==> src/rtl/hdmi_timing_gen.sv <==
// Raster timing generator for the HDMI output path: DE/HSYNC/VSYNC strobes,
// pixel coordinates, line/frame pulses and a completed-frame counter.
module hdmi_timing_gen #(
   parameter int H_ACTIVE = 640,
   parameter int H_FP     = 16,
   parameter int H_SYNC   = 96,
   parameter int H_BP     = 48,
   parameter int V_ACTIVE = 480,
   parameter int V_FP     = 10,
   parameter int V_SYNC   = 2,
   parameter int V_BP     = 33
) (
   input  logic        clk_hdmi,
   input  logic        rst,
   input  logic        enable,
   output logic        HDMI_DE,
   output logic        HDMI_HSYNC,
   output logic        HDMI_VSYNC,
   output logic [11:0] pix_x,
   output logic [11:0] pix_y,
   output logic        line_start,
   output logic        frame_start,
   output logic [15:0] frame_count,
   output logic        running,
   output logic [1:0]  state_dbg
);

   localparam int H_TOTAL = H_ACTIVE + H_FP + H_SYNC + H_BP;
   localparam int V_TOTAL = V_ACTIVE + V_FP + V_SYNC + V_BP;

   localparam logic [11:0] H_ACT_L  = 12'(H_ACTIVE);
   localparam logic [11:0] H_HS_BEG = 12'(H_ACTIVE + H_FP);
   localparam logic [11:0] H_HS_END = 12'(H_ACTIVE + H_FP + H_SYNC);
   localparam logic [11:0] H_LAST   = 12'(H_TOTAL - 1);
   localparam logic [11:0] V_ACT_L  = 12'(V_ACTIVE);
   localparam logic [11:0] V_VS_BEG = 12'(V_ACTIVE + V_FP);
   localparam logic [11:0] V_VS_END = 12'(V_ACTIVE + V_FP + V_SYNC);
   localparam logic [11:0] V_LAST   = 12'(V_TOTAL - 1);

   typedef enum logic [1:0] {
      s_IDLE = 2'd0,
      s_RUN  = 2'd1,
      s_STOP = 2'd2
   } state_t;

   state_t      state;
   state_t      state_next;
   logic        en_meta;
   logic        en_s;
   logic [11:0] h_cnt;
   logic [11:0] v_cnt;
   logic        advance;
   logic        h_last;
   logic        v_last;

   logic        de_d;
   logic        hs_n_d;
   logic        vs_n_d;
   logic        ls_d;
   logic        fs_d;
   logic [11:0] x_d;
   logic [11:0] y_d;

   // enable comes from the clk_cpu side; en_s is the only copy the FSM sees
   always_ff @(posedge clk_hdmi or posedge rst) begin
      if (rst) begin
         en_meta <= 1'b0;
         en_s    <= 1'b0;
      end else begin
         en_meta <= enable;
         en_s    <= en_meta;
      end
   end

   assign advance = (state != s_IDLE);
   assign h_last  = (h_cnt == H_LAST);
   assign v_last  = (v_cnt == V_LAST);

   always_ff @(posedge clk_hdmi or posedge rst) begin
      if (rst) begin
         state <= s_IDLE;
      end else begin
         state <= state_next;
      end
   end

   // Stop requests only land on the frame boundary, so frames are never cut short
   always_comb begin
      state_next = state;
      case (state)
         s_IDLE:  if (en_s) state_next = s_RUN;
         s_RUN:   if (!en_s) state_next = s_STOP;
         s_STOP: begin
            if (en_s)                 state_next = s_RUN;
            else if (h_last && v_last) state_next = s_IDLE;
         end
         default: state_next = s_IDLE;
      endcase
   end

   always_ff @(posedge clk_hdmi or posedge rst) begin
      if (rst) begin
         h_cnt       <= '0;
         v_cnt       <= '0;
         frame_count <= '0;
      end else if (!advance) begin
         h_cnt <= '0;
         v_cnt <= '0;
      end else if (h_last) begin
         h_cnt <= '0;
         if (v_last) begin
            v_cnt       <= '0;
            frame_count <= frame_count + 16'd1;
         end else begin
            v_cnt <= v_cnt + 12'd1;
         end
      end else begin
         h_cnt <= h_cnt + 12'd1;
      end
   end

   // Idle values are presented both while idle and on the edge that enters idle
   always_comb begin
      de_d   = 1'b0;
      hs_n_d = 1'b1;
      vs_n_d = 1'b1;
      ls_d   = 1'b0;
      fs_d   = 1'b0;
      x_d    = '0;
      y_d    = '0;
      if (advance && (state_next != s_IDLE)) begin
         de_d   = (h_cnt < H_ACT_L) && (v_cnt < V_ACT_L);
         hs_n_d = !((h_cnt >= H_HS_BEG) && (h_cnt < H_HS_END));
         vs_n_d = !((v_cnt >= V_VS_BEG) && (v_cnt < V_VS_END));
         ls_d   = (h_cnt == 12'd0);
         fs_d   = (h_cnt == 12'd0) && (v_cnt == 12'd0);
         x_d    = h_cnt;
         y_d    = v_cnt;
      end
   end

   always_ff @(posedge clk_hdmi or posedge rst) begin
      if (rst) begin
         HDMI_DE     <= 1'b0;
         HDMI_HSYNC  <= 1'b1;
         HDMI_VSYNC  <= 1'b1;
         line_start  <= 1'b0;
         frame_start <= 1'b0;
         pix_x       <= '0;
         pix_y       <= '0;
      end else begin
         HDMI_DE     <= de_d;
         HDMI_HSYNC  <= hs_n_d;
         HDMI_VSYNC  <= vs_n_d;
         line_start  <= ls_d;
         frame_start <= fs_d;
         pix_x       <= x_d;
         pix_y       <= y_d;
      end
   end

   assign running   = (state == s_RUN) || (state == s_STOP);
   assign state_dbg = state;

endmodule

==> config.mk <==
export PLATFORM = sky130hd
export DESIGN_NAME = hdmi_timing_gen
export DESIGN_NICKNAME = d
export VERILOG_FILES = /design/src/rtl/hdmi_timing_gen.sv
export SDC_FILE = /design/constraint.sdc
export NUM_CORES = 1
export LEC_CHECK = 0
export CAP_MARGIN = 0
export CORE_MARGIN = 8
export CORE_UTILIZATION = 27
export DETAILED_ROUTE_END_ITERATION = 10
export SYNTH_ARGS = -nofsm -noshare
export SYNTH_HDL_FRONTEND = slang
export SYNTH_SLANG_ARGS = --single-unit
==> constraint.sdc <==
create_clock -name clk_hdmi -period 3 [get_ports clk_hdmi]
set_input_delay 0.45 -clock clk_hdmi [delete_from_list [all_inputs] [get_ports clk_hdmi]]
set_output_delay 0.45 -clock clk_hdmi [all_outputs]
set_load 0.01 [all_outputs]
==> impl_metrics.env <==
export IMPL_period_share=0.821
export IMPL_synth_top_area_cell="dfrtp_1"
export IMPL_period_needed_ns=2.46
export IMPL_insertion_delay_ns=0.33
export IMPL_powerDensity_nw_per_um2=702
export IMPL_grt_max_degree=74
export IMPL_final_util=0.354
export IMPL_crit_required_ns=3.20
export IMPL_syn_inst=304
export IMPL_rsz0062_at_grt="false"
export IMPL_place_ws_ns=0.536
export IMPL_leakage_nw=2.08
export IMPL_syn_area_per_cell_um2=11.1
export IMPL_ant_nets=0
export IMPL_synth_most_common_cell="dfrtp_1"
export IMPL_yosys_top_cells_count="dfrtp_1 (71), nor2_1 (22), xnor2_1 (22)"
export IMPL_dr_pass1_iters=8
export IMPL_max_freq_mhz=406
export IMPL_end_kind="flop"
export IMPL_synth_seq_cells=73
export IMPL_area_growth_pct=29.6
export IMPL_rows=41
export IMPL_start_kind="flop"
export IMPL_final_setup_viol_count=0
export IMPL_ir_worst_vdd_mv=0.403
export IMPL_synth_edf_count=0
export IMPL_ys_types=44
export IMPL_routabilityCongestion=0.782
export IMPL_syn_area_um2=3390
export IMPL_synthTopCellsByArea="dfrtp_1 (52%), xnor2_1 (5.7%), o211a_1 (5.3%)"
export IMPL_async_flop_share=1.00
export IMPL_fin_skew_ns=0.00730
export IMPL_dp_hpwl_um=5640
export IMPL_layout_setup_ws_ns=0.538
export IMPL_crit_path_max_fanout=12
export IMPL_dp_cells=513
export IMPL_routed_via_density=4.66
export IMPL_syn_num_nets=316
export IMPL_critPathArrivalTime_ns=2.67
export IMPL_tns_ns=0
export IMPL_cts_hold_buffers=0
export IMPL_cts_tree="built"
export IMPL_max_slew_margin=0.515
export IMPL_antenna_found_initial=0
export IMPL_maxSlewViolCount=0
export IMPL_grt_pass1_vias=2468
export IMPL_clkTransAtPathRegs_ns=0.06
export IMPL_clock_sinks=73
export IMPL_cts_buffers=9
export IMPL_hold_violations=0
export IMPL_cts_buffer_depth=2
export IMPL_antenna_cells=0
export IMPL_ctsResizeCount=0
export IMPL_seq_area_frac_synth=0.540
export IMPL_grt_first_pass_wirelength_um=13600
export IMPL_finalNonFillerCells=529
export IMPL_worstMarginPinSlew_ns=0.720
export IMPL_drt_wl_total_um=8250
export IMPL_gr_total_overflow=0
export IMPL_post_cts_buffers=0
export IMPL_ys_flop_type="dfrtp_1"
export IMPL_die_height_um=128
export IMPL_hold_class="reg -> reg"
export IMPL_io_buffer_count=50
export IMPL_wire_per_inst_um=15.6
export IMPL_route_detailed_drc=0
export IMPL_core_um2=12400
export IMPL_drv_cap=0
export IMPL_status="finished, final reports clean"
export IMPL_grt_total_usage=0.106
export IMPL_drtIter0Drc=175
export IMPL_vias=2465
export IMPL_die_area_um2=16400
export IMPL_die_x_um=128
export IMPL_yosysWarnings=0
export IMPL_drive_gt1_frac=0.0980
export IMPL_start_util=0.273
export IMPL_cts_root_buf="clkbuf_16"
export IMPL_synth_top_cell_area_share=0.525
export IMPL_total_power_mw=3.08
export IMPL_ios=51
export IMPL_nFillCells=1265
export IMPL_final_nets=364
export IMPL_critPathKind="reg -> reg"
export IMPL_htreeDepth=3
## through the flow
step,cell area (um2),hold WS (ns)
after floorplan,3390,0.331
after global placement,4060,0.336
after detailed placement,4060,0.346
after CTS,4390,0.359
after global routing,4390,0.376
final,4390,0.358
## power breakdown
part / switching (mW) / leakage (nW) / internal [mW]
Combinational: 0.538 / 0.919 / 0.262
Sequential: 0.0579 / 1.00 / 1.04
Clock: 0.404 / 0.159 / 0.775
Total: 1.00 / 2.08 / 2.08
## worst paths after layout
path / startpoint / to / slack [ns] / cells past startpoint
worst max-delay path: state_dbg[0] / frame_count[13] / 0.54 / 6
worst min-delay path: en_meta / en_s / 0.36 / 0
worst max register to register: state_dbg[0] / frame_count[13] / 0.54 / 6
worst min register to register: en_meta / en_s / 0.36 / 0
max in group asynchronous: rst / HDMI_HSYNC / 2.11 / 3
min in group asynchronous: rst / frame_count[15] / 0.52 / 3
## flip-flops by register name (all words and copies together) (netlist names)
register	flops
frame_start	1
pix_y	12
line_start	1
en_s	1
HDMI_DE	1
h_cnt	12
v_cnt	12
HDMI_HSYNC	1
HDMI_VSYNC	1
frame_count	16
state_dbg	2
en_meta	1
pix_x	12
## cell families after synthesis
kind of cell	after synthesis	synth area share
xor+xnor	30	0.0776
buf+inv	33	0.0458
compound gates	47	0.114
simple gates	110	0.182
fa+ha+maj	9	0.0333
flops	73	0.540
mux	2	0.00665
## per-layer routing
metal / track usage / part of all wire / vias up
li1: - / - / 1170
met1: 0.140 / 0.47 / 1226
met2: 0.161 / 0.46 / 62
met3: 0.0291 / 0.054 / 7
met4: 0.0399 / 0.013 / 0
met5: 0 / 0 / -
## critical path, stage by stage, from the launching register on
cell,delay (ns)
dfrtp_1,0.47
inv_1,0.10
ha_1,0.36
or3_4,0.48
nor4_2,0.54
nand3_1,0.21
xnor2_1,0.18
## cells in the final DEF, fill, tap and decap left out, types with 2 or more instances in the layout
| cell | netlist | final |
|---|---|---|
| clkbuf_16 | 0 | 9 |
| ha_1 | 9 | 9 |
| a31oi_1 | 2 | 2 |
| nor3_1 | 5 | 5 |
| xnor2_1 | 22 | 22 |
| nand4_1 | 13 | 13 |
| nor4_2 | 2 | 2 |
| or3_1 | 2 | 2 |
| inv_2 | 2 | 3 |
| o21ai_0 | 6 | 6 |
| nand2b_1 | 4 | 4 |
| or4_1 | 2 | 2 |
| clkbuf_8 | 0 | 2 |
| clkdlybuf4s50_1 | 0 | 50 |
| a21oi_1 | 6 | 6 |
| bufinv_16 | 0 | 2 |
| buf_4 | 1 | 5 |
| dfstp_2 | 2 | 2 |
| a211oi_1 | 8 | 8 |
| and3_1 | 10 | 10 |
| o211a_1 | 18 | 18 |
| nor3b_1 | 2 | 2 |
| and4_1 | 4 | 4 |
| mux2_2 | 2 | 2 |
| inv_1 | 12 | 11 |
| nand2_1 | 17 | 17 |
| dfrtp_1 | 71 | 71 |
| nor4_1 | 3 | 3 |
| nor2_1 | 22 | 22 |
| xor2_1 | 8 | 8 |
| nand3_1 | 17 | 17 |
## cell type report
type,instances,area [um2],share of cell area
Multi-Input combinational cell,198,1400,0.319
Clock inverter,4,76.3,0.0174
Tap cell,172,215,0.0490
Inverter,14,52.6,0.0120
Clock buffer,12,256,0.0584
Sequential cell,73,1830,0.417
Timing Repair Buffer,56,558,0.127
Power figures use the tool's default switching activity.
